===== src/rtl/conv_pkg.sv =====
// Shared definitions for the convolution output path.
//   state_t    : collector FSM encoding
//   PIX_W      : output pixel width
//   out_pixels : valid-convolution output pixel count per frame
package conv_pkg;

  typedef enum logic [1:0] {
    IDLE    = 2'd0,
    COLLECT = 2'd1,
    DRAIN   = 2'd2,
    DONE    = 2'd3
  } state_t;

  localparam int PIX_W = 8;

  function automatic int out_pixels(input int img_length, input int kernel_size);
    return (img_length - kernel_size + 1) * (img_length - kernel_size + 1);
  endfunction

endpackage


===== src/rtl/conv_out_fifo.sv =====
// Synchronous show-ahead FIFO.
//   clk, reset : clock, sync active-high reset
//   flush      : empties the FIFO (overrides push/pop)
//   push/din   : write when !full (or full with same-cycle pop)
//   pop        : advance head (caller guarantees !empty)
//   dout       : current head entry, valid while !empty
//   full/empty : occupancy flags
// Pointers carry one extra wrap bit so full/empty are distinguishable.
module conv_out_fifo #(
  parameter int WIDTH = 9,
  parameter int DEPTH = 16
) (
  input  logic             clk,
  input  logic             reset,
  input  logic             flush,
  input  logic             push,
  input  logic [WIDTH-1:0] din,
  input  logic             pop,
  output logic [WIDTH-1:0] dout,
  output logic             full,
  output logic             empty
);

  localparam int AW = $clog2(DEPTH);

  logic [WIDTH-1:0] mem [DEPTH];
  logic [AW:0]      wr_ptr, rd_ptr;

  assign empty = (wr_ptr == rd_ptr);
  assign full  = (wr_ptr[AW] != rd_ptr[AW]) && (wr_ptr[AW-1:0] == rd_ptr[AW-1:0]);
  assign dout  = mem[rd_ptr[AW-1:0]];

  always_ff @(posedge clk) begin
    if (reset || flush) begin
      wr_ptr <= '0;
      rd_ptr <= '0;
    end else begin
      if (push) wr_ptr <= wr_ptr + 1'b1;
      if (pop)  rd_ptr <= rd_ptr + 1'b1;
    end
  end

  // Storage is not reset; empty gates anything read from it.
  always_ff @(posedge clk) begin
    if (push && !flush && !reset) mem[wr_ptr[AW-1:0]] <= din;
  end

endmodule


===== src/rtl/conv_output_collector.sv =====
// Collects convolved samples, maps them to 8-bit pixels and buffers them
// for a valid/ready consumer. Tracks per-frame pixel count, tags the final
// pixel, flags dropped samples and reports frame completion.
//   clk, reset          : clock, sync active-high reset
//   frame_start         : arm for a new frame (flushes buffer, clears status)
//   in_valid, in_data   : convolved sample stream (two's complement)
//   out_valid/out_ready : pixel handshake; out_data/out_last describe the head
//   pixel_count         : samples accepted this frame
//   overflow            : sticky, a sample was dropped on a full buffer
//   frame_done          : all pixels captured and drained
// Build option: CONV_OUT_SATURATE_EN clamps signed samples to 0..255;
// without it the pixel is the low 8 bits of the sample.
module conv_output_collector
  import conv_pkg::*;
#(
  parameter int BITS        = 9,
  parameter int KERNEL_SIZE = 3,
  parameter int IMG_LENGTH  = 16,
  parameter int DEPTH       = 16
) (
  input  logic            clk,
  input  logic            reset,
  input  logic            frame_start,
  input  logic            in_valid,
  input  logic [BITS-1:0] in_data,
  output logic            out_valid,
  input  logic            out_ready,
  output logic [7:0]      out_data,
  output logic            out_last,
  output logic [7:0]      pixel_count,
  output logic            overflow,
  output logic            frame_done
);

  localparam int OUT_PIXELS = out_pixels(IMG_LENGTH, KERNEL_SIZE);

  state_t state, state_nxt;

  logic             fifo_full, fifo_empty;
  logic [PIX_W:0]   fifo_din, fifo_dout;
  logic             accept, is_last, pop, push, drop;
  logic [PIX_W-1:0] pix;

  function automatic logic [PIX_W-1:0] map_pixel(input logic [BITS-1:0] d);
`ifdef CONV_OUT_SATURATE_EN
    if (d[BITS-1])                   return '0;
    else if (d > BITS'(255))         return '1;
    else                             return d[PIX_W-1:0];
`else
    return d[PIX_W-1:0];
`endif
  endfunction

`ifndef CONV_OUT_SATURATE_EN
  // Upper sample bits are discarded by truncation.
  logic unused_hi;
  assign unused_hi = ^in_data[BITS-1:PIX_W];
`endif

  // frame_start wins over a coincident sample.
  assign accept  = (state == COLLECT) && in_valid && !frame_start;
  assign is_last = (pixel_count == 8'(OUT_PIXELS - 1));
  assign pop     = out_valid && out_ready;
  // A full buffer can still take a sample if the head leaves this cycle.
  assign push    = accept && (!fifo_full || pop);
  assign drop    = accept && fifo_full && !pop;
  assign pix     = map_pixel(in_data);
  assign fifo_din = {is_last, pix};

  conv_out_fifo #(
    .WIDTH (PIX_W + 1),
    .DEPTH (DEPTH)
  ) u_fifo (
    .clk   (clk),
    .reset (reset),
    .flush (frame_start),
    .push  (push),
    .din   (fifo_din),
    .pop   (pop),
    .dout  (fifo_dout),
    .full  (fifo_full),
    .empty (fifo_empty)
  );

  assign out_valid  = !fifo_empty;
  assign out_data   = out_valid ? fifo_dout[PIX_W-1:0] : '0;
  assign out_last   = out_valid & fifo_dout[PIX_W];
  assign frame_done = (state == DONE);

  always_ff @(posedge clk) begin
    if (reset) state <= IDLE;
    else       state <= state_nxt;
  end

  always_comb begin
    state_nxt = state;
    if (frame_start) begin
      state_nxt = COLLECT;
    end else begin
      case (state)
        COLLECT: if (accept && is_last) state_nxt = DRAIN;
        DRAIN:   if (fifo_empty)        state_nxt = DONE;
        default: state_nxt = state;
      endcase
    end
  end

  // Dropped samples still count so the frame boundary stays aligned.
  always_ff @(posedge clk) begin
    if (reset || frame_start) begin
      pixel_count <= '0;
      overflow    <= 1'b0;
    end else begin
      if (accept) pixel_count <= pixel_count + 1'b1;
      if (drop)   overflow    <= 1'b1;
    end
  end

endmodule


===== config.mk =====
export PLATFORM = sky130hd
export DESIGN_NAME = conv_output_collector
export DESIGN_NICKNAME = d
export VERILOG_FILES = /design/src/rtl/conv_pkg.sv /design/src/rtl/conv_out_fifo.sv /design/src/rtl/conv_output_collector.sv
export SDC_FILE = /design/constraint.sdc
export NUM_CORES = 1
export LEC_CHECK = 0
export ABC_AREA = 1
export BUFFER_PORTS_ARGS = -buffer_cell sky130_fd_sc_hd__buf_2
export CORE_MARGIN = 3
export CORE_UTILIZATION = 27
export DETAILED_ROUTE_END_ITERATION = 8
export MAX_ROUTING_LAYER = met4
export PLACE_DENSITY = 0.5
export SLEW_MARGIN = 10
export SYNTH_ARGS = -nofsm -noshare
export SYNTH_HDL_FRONTEND = slang
export SYNTH_SLANG_ARGS = --single-unit

===== constraint.sdc =====
create_clock -name clk -period 2.4 [get_ports clk]
set_input_delay 0.48 -clock clk [delete_from_list [all_inputs] [get_ports clk]]
set_output_delay 0.48 -clock clk [all_outputs]
set_load 0.005 [all_outputs]

# [Word level (Yosys, flattened, before mapping)]
# Memory sizes are Yosys's and may differ from the RTL's. A register that Yosys moved wholly into a read port is not among the register bits.
# Index checks and enable logic that the tools add are counted.
[classes] add_sub_neg=3 eq_ne=11 muxes=9 bitwise=1 reduce_logical=22
[ops] cell="$add 5x1->5 const B" count=2
[ops] cell="$logic_and 1x1->1" count=10
[ops] cell="$add 8x1->8 const B" count=1
[ops] cell="$eq 8x8->1 const B" count=1
[ops] cell="$mux 4" count=2
[ops] cell="$mux 8" count=1
[ops] cell="$reduce_and 3->1" count=2
[ops] cell="$eq 5x5->1" count=1
[ops] cell="$logic_not 1->1" count=5
[ops] cell="$eq 2x2->1 const B" count=2
[ops] cell="$eq 4x4->1" count=1
[ops] cell="$mux 2" count=2
[ops] cell="$pmux 2 s2" count=1
[ops] cell="$mux 1" count=3
[ops] cell="$ne 3x2->1 const B" count=1
[ops] cell="$ne 3x3->1 const B" count=1
[ops] cell="$reduce_bool 3->1" count=1
[ops] cell="$eq 2x1->1 const B" count=1
[ops] cell="$logic_or 1x1->1" count=2
[ops] cell="$ne 2x1->1 const B" count=1
[ops] cell="$ne 2x2->1 const B" count=1
[ops] cell="$reduce_bool 2->1" count=1
[ops] cell="$reduce_or 2->1" count=1
[ops] cell="$and 1x1->1" count=1
[ops] cell="$ne 1x1->1" count=1
[totals] regBits=21 mem_bits_rw=144 inputBits=14 output_inout_bits=20 elab_cells=53 mem_count=1
[memory_table] memory="u_fifo.mem" words=16 word_bits=9 read_ports=1 rd_clocked_by_memory_dff=1 write_ports=1 line_no="conv_out_fifo.sv:26" source="logic [WIDTH-1:0] mem [DEPTH];"

# [Logic depth before layout (Yosys ltp)]
[depth] ltp_word=9 depth_mapped=11

# [Hierarchy]
# A second synthesis with hierarchy kept.
[hier_totals] cells_unflattened=784 hier_area_um2=7614.8
[modules_own_cells] module="conv_out_fifo" instances=1 cells_each=675 area_per_inst_um2=6930.4
[modules_own_cells] module="conv_output_collector" instances=1 cells_each=109 area_per_inst_um2=684.4

# [Worst setup path after synthesis]
# No wires, ideal clock.
[synth_path] kind="input to register" start="input port in_valid" end="memory u_fifo.mem[15][0] (enable)" setup_ns=0.387 arrival_time_ns=1.546 required_ns=2.013 path_slack_ns=0.467 stages=4 n_path_buf=0 cell_sequence="nand3_1 nor2_2 nand2_1 nor3_1"
[synth_via] elab_chain_cells=7
[synth_rtl] element="from (decl)" line_no="conv_output_collector.sv:24" source="input logic in_valid,"
[synth_rtl] element="$logic_and 1x1->1 (2 in a row)" line_no="conv_output_collector.sv:61" source="assign accept = (state == COLLECT) && in_valid && !frame_start;"
[synth_rtl] element="$logic_and 1x1->1" line_no="conv_output_collector.sv:65" source="assign push = accept && (!fifo_full || pop);"
[synth_rtl] element="$logic_and 1x1->1 (2 in a row)" line_no="conv_out_fifo.sv:45" source="if (push && !flush && !reset) mem[wr_ptr[AW-1:0]] <= din;"
[synth_rtl] element="$mux 1" line_no="conv_out_fifo.sv:45"
[synth_rtl] element="$mux 1 (not written as such)" line_no="conv_out_fifo.sv:45"
[synth_rtl] element="to (decl)" line_no="conv_out_fifo.sv:26"
# Every way passes these cells.

==> metrics <==
Ant. Diodes=0; Synth Area in Adders=1.04%; DIE HEIGHT=170 um; LEAKAGE=3.21 nW; worst path cell trace=buf_4 -> buf_16 -> a21oi_1 -> o21ai_0 -> nand3_1 -> a21oi_1 -> nor2_2 -> buf_2; worst hold margin=293 ps; multiplexer share of the synthesized area=0%; Worst setup EP type=primary output; Synth area leaders=edfxtp_1, dfxtp_1, nand2_1; num rows=59; most used cell, CP=a21oi_1; initial core utilization=27.6%; Worst IR Drop VDD=0.428 mV; fraction of layout cells with a size suffix above 1=18.0%; synthesized flop and latch total=169; outcome=finished, final reports clean; largest family of logic cells by synthesized area=simple AND/OR/NAND/NOR gates; vias in the first global route=4803; post-synthesis compound-gate area fraction=7.47%; Overflow after GRT=0; Post-Syn Instances=691; Sw Ratio=21.6%; initial antenna violation count=0; most frequent cells after synthesis=edfxtp_1, nand2_1, nor2_1; Pins Over Slew Limit=0; Horiz. Die Dim=170 um; Req. time, crit path=1920 ps; Area Growth Syn to Fin=22.8%; H-Tree Depth=4; max_slew headroom=35.0%; clock insertion delay at the later pin of the skew report=430 ps; Hold WC Path Type=in2reg; simple-gate share of the synthesized area=18.1%; first drt pass iteration count=5; switching power=0.00136 W; Power Dens Cells=708 mW/mm2; first-pass GRT wire length=27100 um; R2R Setup Slk=230 ps; Final Hold Fails=0; Final min period=2370 ps; GRT Overall Usage=12.7%; Synth area leader=edfxtp_1; total number of yosys warnings=0; CP startpoint kind=flip-flop; via count of the routed design=5002; clock buffer depth=2; storage element area=0.00483 mm2; Worst EP arrival=1890 ps; worst-path fanout max=17; Iter 0 DRT Violations=322; CP delay by family, top=buffers and inverters; Mean Syn Cell Area=10.5 um2; Clock Power Share=46.5%; Final period util=98.9%; clock slew at reported path FFs=70 ps; Slowest-stage cell, CP=dfxtp_4; most numerous cell in the Yosys netlist=edfxtp_1; Max-cap violations=0; Vias/cell=4.52; TritonCTS clock tree=built; FMAX=421 MHz; Yosys cell types=24; internal power=0.00493 W; fin util=33.9%; CTS buffer count=17; sequential element share of the synthesized area=66.7%; Logic pwr share=2.8%; die area=0.0288 mm2; per-cell routed wire length=16.4 um; xor-xnor portion of the synthesized cell area=0.848%; measured slew at the worst slew-check pin=972 ps; Ports=34; dpl hpwl=10500 um; core area=0.0262 mm2; number of flops mapped to enable cells by yosys=144; CP peak stage delay=440 ps; largest net degree at the start of global routing=34; Synth Flop Type=edfxtp_1; Final Skew=12.7 ps; Async S/R FF share, synth=0%; NumNets Final=778; Multi-input gate area=0.00204 mm2; CTS Hold Bufs=0; unrepaired setup endpoints after global routing=yes; Synth top area share=59.8%; antenna-violating nets left=0; sequential power share=50.7%; final setup vio count=0; DRC viols=0; Clock Sinks=169; root buffer cell=clkbuf_16; DRT Wirelength=18100 um; CP Class=reg2out; number of fill cells=2630; Synth Cell Area=0.00723 mm2; PortBufs=32; Mapped Nets=711; RePlAce Congestion=0.768; Buf/Inv on CP=3
layout make-up:
cell class / count / share of cell area [%]
tap: 335 / 4.72
timing repair buffer: 81 / 8.20
multi-input combinational: 430 / 23.0
clock buffer: 18 / 4.83
inverter: 59 / 2.52
clock inverter: 14 / 2.35
sequential: 169 / 54.4
registers in the layout (all words and copies together), names as in the netlist, named ones only:
| name | cells |
|---|---|
| overflow | 1 |
| pixel_count | 8 |
| state | 2 |
| u_fifo.mem | 144 |
| u_fifo.rd_ptr | 5 |
| u_fifo.wr_ptr | 5 |
placed cells by master, fill, tap and decap left out, drive strengths merged:
cell type / n
buf: 77
ha: 6
nand4: 7
inv: 61
clkinv: 7
nand2: 132
clkinvlp: 2
nor3: 4
dfxtp: 25
o211ai: 20
xor2: 7
bufinv: 3
edfxtp: 144
nand3b: 3
clkbuf: 22
a21oi: 30
nor2: 120
nand3: 53
o21ai: 48
per-layer routing:
layer	vias to the layer above	wire, um	global-route usage (%)
met4	0	243	3.49
met2	103	8630	20.3
met1	2389	8530	16.4
met3	18	711	2.70
met5	-	0	-
li1	2492	-	-
through the flow:
stage          setup TNS, ps  instances  cell area (um2)  setup WS, ps  total power, W
2_1_floorplan              0        691             7230           467         0.00332
3_3_place_gp               0       1062             7920           161         0.00341
3_5_place_dp               0       1062             7920           136         0.00341
4_1_cts                -32.1       1095             8630         -18.3         0.00633
5_1_grt                 -531       1106             8880         -81.0         0.00649
6_report                   0       1106             8880          26.9         0.00628
path summary, 6_finish.rpt:
kind              depth (start not counted)                           from                          to
setup / recovery                          8                      flip-flop                 out_data[4]
hold / removal                            2                          reset       state[0]$_SDFFE_PP0P_
setup reg to reg                          7  u_fifo.wr_ptr[1]$_SDFFE_PP0P_  u_fifo.mem[7][8]$_DFFE_PP_
hold reg to reg                           2          overflow$_SDFFE_PP0P_       overflow$_SDFFE_PP0P_
logic make-up after synthesis:
family,after synthesis
AOI/OAI and AO/OA,98
xor gates and xnor gates,7
adders and majority gates,6
buffers and inverters,92
DFF,169
and+or+nand+nor,319
repair_timing:
item | CTS | global route
gates cloned | 1 | 5
endpoints found under the hold margin | 0 | 0
buffers inserted | 0 | 6
gates resized for setup | 11 | 30
setup endpoints to repair | 8 | 9
pin swaps | 0 | 14
worst register-to-register path: stages, from the launching register on:
cell	delay, ps
dfxtp_2	350
inv_1	100
nand2_1	50
nand2_1	80
nor2_2	60
nand3_1	180
nand4_1	190
nor2_1	780
power by group through the flow:
| stage | Clock [W] | Combinational [W] | Sequential [W] |
|---|---|---|---|
| floorplan | 0 | 0.0000726 | 0.00325 |
| global placement | 0 | 0.000162 | 0.00325 |
| detailed placement | 0 | 0.000163 | 0.00325 |
| CTS | 0.00298 | 0.000168 | 0.00318 |
| global route | 0.00310 | 0.000200 | 0.00318 |
| finish | 0.00292 | 0.000179 | 0.00318 |
No activity file was read; power rests on OpenSTA's default activity.
